## src/rtl/gauss_pkg.sv

```systemverilog
// Shared types and constants for the 1x5 gaussian filter and its frame sequencer.
// No logic; the filter and its controller both import this package.
package gauss_pkg;

    typedef enum logic [2:0] {
        ST_IDLE,
        ST_FLUSH,
        ST_WAIT_SOF,
        ST_STREAM,
        ST_DRAIN
    } state_t;

    localparam int DEF_WIDTH      = 640;
    localparam int DEF_HEIGHT     = 512;
    localparam int DEF_DATA_WIDTH = 8;

    // 1-4-6-4-1 kernel, normalised by a right shift of COEFF_SHIFT.
    localparam int COEFF0      = 1;
    localparam int COEFF1      = 4;
    localparam int COEFF2      = 6;
    localparam int COEFF3      = 4;
    localparam int COEFF4      = 1;
    localparam int COEFF_SHIFT = 4;

    function automatic int cnt_w(input int limit);
        return (limit > 1) ? $clog2(limit) : 1;
    endfunction

endpackage

```

## src/rtl/gauss_line_counter.sv

```systemverilog
// Column/row position of the current pixel with wrap; flags last column and last pixel of frame.
// Flags are combinational from the registered position; advance takes effect on the next edge.
module gauss_line_counter
    import gauss_pkg::*;
#(
    parameter int  WIDTH  = DEF_WIDTH,
    parameter int  HEIGHT = DEF_HEIGHT,
    localparam int COL_W  = cnt_w(WIDTH),
    localparam int ROW_W  = cnt_w(HEIGHT)
) (
    input  logic             clk,
    input  logic             rst_ni,
    input  logic             i_clr,
    input  logic             i_adv,
    output logic [COL_W-1:0] o_col,
    output logic [ROW_W-1:0] o_row,
    output logic             o_last_col,
    output logic             o_eof
);

    localparam logic [COL_W-1:0] COL_MAX = COL_W'(WIDTH - 1);
    localparam logic [ROW_W-1:0] ROW_MAX = ROW_W'(HEIGHT - 1);

    logic [COL_W-1:0] r_col;
    logic [ROW_W-1:0] r_row;
    logic             w_last_col;
    logic             w_last_row;

    assign w_last_col = (r_col == COL_MAX);
    assign w_last_row = (r_row == ROW_MAX);

    always_ff @(posedge clk or negedge rst_ni) begin
        if (!rst_ni) begin
            r_col <= '0;
            r_row <= '0;
        end else if (i_clr) begin
            r_col <= '0;
            r_row <= '0;
        end else if (i_adv) begin
            if (w_last_col) begin
                r_col <= '0;
                r_row <= w_last_row ? '0 : r_row + 1'b1;
            end else begin
                r_col <= r_col + 1'b1;
            end
        end
    end

    assign o_col      = r_col;
    assign o_row      = r_row;
    assign o_last_col = w_last_col;
    assign o_eof      = w_last_col && w_last_row;

endmodule

```

## src/rtl/gauss_frame_ctrl.sv

```systemverilog
// Frame sequencer ahead of the 1x5 gaussian filter: arms frames, aligns to SOF, regenerates tlast, tracks completion.
// Pixel path is one registered cycle; s_axis_tready is tied high, so beats outside a frame are dropped.
module gauss_frame_ctrl
    import gauss_pkg::*;
#(
    parameter int WIDTH         = DEF_WIDTH,
    parameter int HEIGHT        = DEF_HEIGHT,
    parameter int DATA_WIDTH    = DEF_DATA_WIDTH,
    parameter int OUT_LINES     = 510,
    parameter int FLUSH_CYCLES  = 4,
    parameter int DRAIN_TIMEOUT = 4096
) (
    input  logic                  clk,
    input  logic                  rst_ni,
    input  logic                  cfg_start,
    input  logic                  cfg_continuous,
    input  logic                  cfg_abort,
    input  logic [DATA_WIDTH-1:0] s_axis_tdata,
    input  logic                  s_axis_tvalid,
    input  logic                  s_axis_tuser,
    output logic                  s_axis_tready,
    output logic                  f_rst_o,
    output logic [DATA_WIDTH-1:0] f_axis_tdata,
    output logic                  f_axis_tvalid,
    output logic                  f_axis_tlast,
    input  logic                  f_out_tvalid,
    input  logic                  f_out_tlast,
    output logic                  busy_o,
    output logic                  frame_done_o,
    output logic                  err_sof_o,
    output logic                  err_timeout_o,
    output logic [15:0]           frame_cnt_o
);

    localparam int COL_W   = cnt_w(WIDTH);
    localparam int ROW_W   = cnt_w(HEIGHT);
    localparam int FLUSH_W = cnt_w(FLUSH_CYCLES);
    localparam int LINE_W  = cnt_w(OUT_LINES + 1);
    localparam int TO_W    = cnt_w(DRAIN_TIMEOUT);

    localparam logic [FLUSH_W-1:0] FLUSH_LAST = FLUSH_W'(FLUSH_CYCLES - 1);
    localparam logic [LINE_W-1:0]  LINES_MAX  = LINE_W'(OUT_LINES);
    localparam logic [TO_W-1:0]    TO_LAST    = TO_W'(DRAIN_TIMEOUT - 1);

    logic [1:0]            r_rst_sync;
    logic                  w_rst_n;
    state_t                r_state;
    logic                  r_f_rst;
    logic                  r_f_tvalid;
    logic                  r_f_tlast;
    logic [DATA_WIDTH-1:0] r_f_tdata;
    logic                  r_done;
    logic                  r_err_sof;
    logic                  r_err_to;
    logic [15:0]           r_frame_cnt;
    logic [FLUSH_W-1:0]    r_flush;
    logic [LINE_W-1:0]     r_lines;
    logic [TO_W-1:0]       r_to;

    logic [COL_W-1:0]      w_col;
    logic [ROW_W-1:0]      w_row;
    logic                  w_last_col;
    logic                  w_eof;
    logic                  w_abort;
    logic                  w_bad_sof;
    logic                  w_fwd;
    logic                  w_clr;
    logic                  w_out_last;
    logic [LINE_W-1:0]     w_lines_nxt;

    // Reset asserts asynchronously but releases on the clock so all state leaves reset together.
    always_ff @(posedge clk or negedge rst_ni) begin
        if (!rst_ni) begin
            r_rst_sync <= '0;
        end else begin
            r_rst_sync <= {r_rst_sync[0], 1'b1};
        end
    end

    assign w_rst_n = r_rst_sync[1];

    gauss_line_counter #(
        .WIDTH  (WIDTH),
        .HEIGHT (HEIGHT)
    ) u_line_counter (
        .clk        (clk),
        .rst_ni     (w_rst_n),
        .i_clr      (w_clr),
        .i_adv      (w_fwd),
        .o_col      (w_col),
        .o_row      (w_row),
        .o_last_col (w_last_col),
        .o_eof      (w_eof)
    );

    always_comb begin
        w_abort     = cfg_abort && (r_state != ST_IDLE);
        w_bad_sof   = (r_state == ST_STREAM) && s_axis_tvalid && s_axis_tuser
                      && !((w_col == '0) && (w_row == '0));
        w_fwd       = !w_abort && s_axis_tvalid
                      && (((r_state == ST_WAIT_SOF) && s_axis_tuser)
                          || ((r_state == ST_STREAM) && !w_bad_sof));
        w_clr       = w_abort || w_bad_sof || (r_state == ST_IDLE) || (r_state == ST_FLUSH);
        w_out_last  = f_out_tvalid && f_out_tlast;
        w_lines_nxt = (r_lines == LINES_MAX) ? r_lines : r_lines + 1'b1;
    end

    always_ff @(posedge clk or negedge w_rst_n) begin
        if (!w_rst_n) begin
            r_state     <= ST_IDLE;
            r_f_rst     <= 1'b1;
            r_f_tvalid  <= 1'b0;
            r_f_tlast   <= 1'b0;
            r_f_tdata   <= '0;
            r_done      <= 1'b0;
            r_err_sof   <= 1'b0;
            r_err_to    <= 1'b0;
            r_frame_cnt <= '0;
            r_flush     <= '0;
            r_lines     <= '0;
            r_to        <= '0;
        end else begin
            r_f_tvalid <= 1'b0;
            r_f_tlast  <= 1'b0;
            r_done     <= 1'b0;
            if (w_fwd) begin
                r_f_tvalid <= 1'b1;
                r_f_tlast  <= w_last_col;
                r_f_tdata  <= s_axis_tdata;
            end

            if (w_abort) begin
                r_state <= ST_IDLE;
                r_f_rst <= 1'b1;
                r_flush <= '0;
                r_lines <= '0;
                r_to    <= '0;
            end else begin
                case (r_state)
                    ST_IDLE: begin
                        if (cfg_start) begin
                            r_state   <= ST_FLUSH;
                            r_err_sof <= 1'b0;
                            r_err_to  <= 1'b0;
                            r_flush   <= FLUSH_LAST;
                        end
                    end
                    ST_FLUSH: begin
                        if (r_flush == '0) begin
                            r_state <= ST_WAIT_SOF;
                            r_f_rst <= 1'b0;
                        end else begin
                            r_flush <= r_flush - 1'b1;
                        end
                    end
                    ST_WAIT_SOF: begin
                        if (w_fwd) begin
                            r_state <= w_eof ? ST_DRAIN : ST_STREAM;
                            r_lines <= '0;
                            r_to    <= '0;
                        end
                    end
                    ST_STREAM: begin
                        // A misplaced SOF drops the beat and retries the frame from a fresh flush.
                        if (w_bad_sof) begin
                            r_state   <= ST_FLUSH;
                            r_f_rst   <= 1'b1;
                            r_err_sof <= 1'b1;
                            r_flush   <= FLUSH_LAST;
                        end else if (w_fwd && w_eof) begin
                            r_state <= ST_DRAIN;
                            r_lines <= '0;
                            r_to    <= '0;
                        end
                    end
                    ST_DRAIN: begin
                        if (w_out_last) begin
                            r_lines <= w_lines_nxt;
                            r_to    <= '0;
                            if (w_lines_nxt == LINES_MAX) begin
                                r_done      <= 1'b1;
                                r_frame_cnt <= r_frame_cnt + 16'd1;
                                r_f_rst     <= 1'b1;
                                r_flush     <= FLUSH_LAST;
                                r_state     <= cfg_continuous ? ST_FLUSH : ST_IDLE;
                            end
                        end else if (r_to == TO_LAST) begin
                            r_err_to <= 1'b1;
                            r_f_rst  <= 1'b1;
                            r_state  <= ST_IDLE;
                        end else begin
                            r_to <= r_to + 1'b1;
                        end
                    end
                    default: begin
                        r_state <= ST_IDLE;
                        r_f_rst <= 1'b1;
                    end
                endcase
            end
        end
    end

    assign s_axis_tready = 1'b1;
    assign f_rst_o       = r_f_rst;
    assign f_axis_tdata  = r_f_tdata;
    assign f_axis_tvalid = r_f_tvalid;
    assign f_axis_tlast  = r_f_tlast;
    assign busy_o        = (r_state != ST_IDLE);
    assign frame_done_o  = r_done;
    assign err_sof_o     = r_err_sof;
    assign err_timeout_o = r_err_to;
    assign frame_cnt_o   = r_frame_cnt;

endmodule

```

## config.mk

```make
export PLATFORM = sky130hd
export DESIGN_NAME = gauss_frame_ctrl
export DESIGN_NICKNAME = d
export VERILOG_FILES = /design/src/rtl/gauss_pkg.sv /design/src/rtl/gauss_line_counter.sv /design/src/rtl/gauss_frame_ctrl.sv
export SDC_FILE = /design/constraint.sdc
export NUM_CORES = 1
export LEC_CHECK = 0
export CAP_MARGIN = 0
export CELL_PAD_IN_SITES_DETAIL_PLACEMENT = 0
export CELL_PAD_IN_SITES_GLOBAL_PLACEMENT = 1
export CORE_MARGIN = 2
export CORE_UTILIZATION = 42
export CTS_CLUSTER_SIZE = 14
export DETAILED_ROUTE_END_ITERATION = 12
export PLACE_DENSITY_LB_ADDON = 0.1
export SYNTH_ARGS = -nofsm -noshare
export SYNTH_HDL_FRONTEND = slang
export SYNTH_SLANG_ARGS = --single-unit
```

## constraint.sdc

```tcl
create_clock -name clk -period 2.65 [get_ports clk]
set_clock_uncertainty 0.1 [all_clocks]
set_input_delay 0.3975 -clock clk [delete_from_list [all_inputs] [get_ports clk]]
set_output_delay 0.3975 -clock clk [all_outputs]
set_load 0.05 [all_outputs]
```

==> results.py <==
metrics = {
    "timing": {
        "hold_viol": 0,
        "setup_violations": 0,
        "relSlewSlack_pct": 58.2,
        "finalWorstSetupSlack_ns": 0.160,
        "worstMarginPinSlew_ns": 0.628,
        "fin_crit_sh_pct": 94.0,
        "fmax_mhz": 402,
        "finalMaxSlewViolations": 0,
        "rsz0062_at_grt": "false",
        "fin_crit_ns": 2.49,
        "setup_tns_ns": 0,
    },
    "worst_setup_path": {
        "reg2regPathDepth": 10,
        "r2r_end": "r_to[3]$_DFFE_PN0P_",
        "end_kind": "register",
        "max_stage_delay_ns": 0.41,
        "cp_top_family": "simple AND/OR/NAND/NOR gates",
        "critPathArrivalTime_ns": 2.63,
        "cp_cell_sequence": "ha_2 > and3_4 > and3_4 > and3_1 > ha_2 > a31oi_1 > or3_4 > buf_4 > o21ai_0 > o21ai_0",
        "reg2reg_slack_ns": 0.16,
        "crit_fanout": 10,
        "crit_slowest_cell": "dfrtp_1",
        "r2r_start": "u_line_counter.o_row[0]$_DFFE_PN0P_",
        "cp.required_ns": 2.79,
        "critical_path_class": "reg2reg",
        "worst_setup_path_start_kind": "register",
        "crit_buf_inv": 1,
    },
    "layout": {
        "fillers": 985,
        "final_nets": 590,
        "regArea_mm2": 0.00193,
        "fin_util_pct": 53.3,
        "multiInputGateArea_mm2": 0.00231,
        "antennaDiodeCount": 0,
        "area_growth_pct": 23.9,
        "drive_gt1_share_pct": 14.6,
        "stdcell_count": 704,
    },
    "synth": {
        "synth_xor_area_share_pct": 4.17,
        "synth_area_per_cell_um2": 8.99,
        "yosysTopAreaCellShare_pct": 43.1,
        "syn_area_mm2": 0.00442,
        "synth_top_family_by_area": "simple AND/OR/NAND/NOR gates",
        "syn-instance-count": 491,
        "synthSimpleGateAreaFrac_pct": 26.4,
        "synth-edff-count": 0,
        "synth-seq-cells": 77,
        "yosysSeqAreaShare_pct": 43.7,
        "synth_top_cell_by_area": "dfrtp_1",
        "netlist-cell-type-count": 66,
        "synth_area_leaders": "dfrtp_1 (43%), a21oi_1 (4.8%), nand2_1 (4.6%)",
        "ys_async_sr_fraction_pct": 100,
        "yosys_warnings": 0,
        "synthMuxAreaShare_pct": 1.42,
        "synth_compound_area_share_pct": 16.6,
        "synthFlopType": "dfrtp_1",
        "synth_adder_area_share_pct": 2.83,
    },
    "floorplanning": {
        "ios": 49,
        "dieArea_mm2": 0.0113,
        "die_w_um": 107,
        "die_h_um": 107,
        "std_cell_rows": 37,
        "core_mm2": 0.0103,
        "start_util_pct": 43.0,
    },
    "power_and_ir_drop": {
        "p_leak_nw": 2.41,
        "power-per-cell-area_mw_per_mm2": 636,
        "ir_drop_v": 0.000723,
    },
    "placed_design": {
        "place_congestion": 0.881,
        "portBuffers": 47,
        "dpl.hpwl_um": 7890,
        "pre_cts_ws_ns": 0.0199,
        "dp.cells": 688,
    },
    "routing": {
        "final_antenna_net_count": 0,
        "drt-total-wl_um": 11000,
        "vias": 3956,
        "via_per_inst": 5.62,
        "drt_pass1_iterations": 4,
        "initialDrtViolationCount": 188,
        "wl_per_cell_um": 15.6,
        "drc": 0,
    },
    "clocking": {
        "cts_tree": "built",
        "clk_latency_ns": 0.37,
        "cts_buffers": 9,
        "clock-sinks": 77,
        "cts-root-buf": "clkbuf_8",
        "cts_setup_buffers": 0,
        "cts.path.max_buffers": 2,
        "path_clk_slew_ns": 0.08,
        "htree_num_levels": 3,
    },
    "status": {
        "status": "finished clean",
    },
    "global_routing": {
        "grtUsageMet2_pct": 34.2,
        "grt_pass1_vias": 3803,
        "globalRouteOverflowTotal": 0,
        "grt_util_all_layers_pct": 20.4,
        "grt_antenna_before_repair": 0,
        "busiest_layer": "met2",
        "grtUsageMet1_pct": 26.4,
        "grt_max_degree": 40,
        "grt_pass1_wl_um": 18600,
        "use_met3_pct": 4.41,
    },
    "run": {
        "cap_violations": 0,
    },
    "hold_path": {
        "worstHoldPathType": "in2async",
    },
}
## state kept, by name, summed over array words and instances (netlist names)
signal                cells
err_sof_o                 1
err_timeout_o             1
f_axis_tdata              8
f_axis_tlast              1
f_axis_tvalid             1
f_rst_o                   1
frame_cnt_o              16
frame_done_o              1
r_flush                   2
r_lines                   9
r_rst_sync                2
r_state                   3
r_to                     12
u_line_counter.o_col     10
u_line_counter.o_row      9
## repair_timing
item	4_1_cts	5_1_grt
resized for setup	0	13
setup endpoints to repair	0	32
hold buffers	0	0
## worst max path at each step
stage	startpoint	endpoint	cells after the start
3_5_place_dp	cfg_abort	u_line_counter.o_col[7]$_DFFE_PN0P_	8
6_report	u_line_counter.o_row[0]$_DFFE_PN0P_	r_to[3]$_DFFE_PN0P_	10
2_1_floorplan	u_line_counter.o_row[0]$_DFFE_PN0P_	r_to[0]$_DFFE_PN0P_	11
3_3_place_gp	cfg_abort	u_line_counter.o_col[3]$_DFFE_PN0P_	8
5_1_grt	u_line_counter.o_row[0]$_DFFE_PN0P_	r_to[5]$_DFFE_PN0P_	10
4_1_cts	u_line_counter.o_row[0]$_DFFE_PN0P_	r_to[11]$_DFFE_PN0P_	10
## metrics by stage
stage	power, W	hold slack [ns]	instance area [um2]
after floorplan	0.00214	0.00191	4420
after global placement	0.00249	0.235	5220
after detailed placement	0.00250	0.240	5220
after CTS	0.00350	0.0738	5440
after global routing	0.00366	0.0763	5470
final	0.00348	0.0850	5470
## layout make-up
| cell class | count | area share [%] |
|---|---|---|
| clock buffer | 11 | 2.40 |
| inverter | 22 | 1.51 |
| timing repair buffer | 86 | 13.9 |
| clock inverter | 5 | 1.53 |
| multi-input combinational | 367 | 42.2 |
| tap | 136 | 3.11 |
| sequential | 77 | 35.3 |
## metal layers
layer  part of all wire, %  vias to the layer above
met5                     0                        -
met4                   1.3                        0
met3                   3.8                       13
met2                    50                       75
met1                    45                     1931
li1                      -                     1937
## cell usage in the layout, fill, tap and decap left out, drive strengths merged, types with 12 or more instances in the layout
cell            n
a21oi          42
a31oi          14
and3           12
buf            40
clkdlybuf4s50  46
dfrtp          76
inv            23
nand2          55
nand3          20
nand4          12
nor2           43
nor3           18
nor4           12
o21ai          30
xor2           19
## synthesized netlist by cell type, drive strengths merged, types with 5 or more instances
| cell | n |
|---|---|
| nand2 | 55 |
| buf | 15 |
| nor3 | 18 |
| xor2 | 19 |
| inv | 22 |
| nor4 | 12 |
| a31oi | 14 |
| a22o | 5 |
| nand4 | 12 |
| o21ai | 30 |
| nor2 | 43 |
| clkbuf | 11 |
| a21oi | 42 |
| dfrtp | 76 |
| and4 | 5 |
| or4b | 10 |
| and3 | 12 |
| nand3 | 20 |
| ha | 10 |
## power breakdown
group	internal, W	total [W]	leakage, nW	switching [W]
sequential	0.00128	0.00137	1.04	0.0000896
combinational	0.000418	0.00112	1.27	0.000701
clock	0.000534	0.000996	0.100	0.000461
## cells by family (layout without fill, tap and decap cells)
logic type                 after synthesis  count (layout)
AOI/OAI and AO/OA                      119             119
xor gates and xnor gates                21              21
adders and majority gates               10              10
buffers and inverters                   48             124
DFF                                     77              77
muxes                                    6               6
other                                    1               2
and+or+nand+nor                        209             209
No activity file was read; power rests on OpenSTA's default activity.
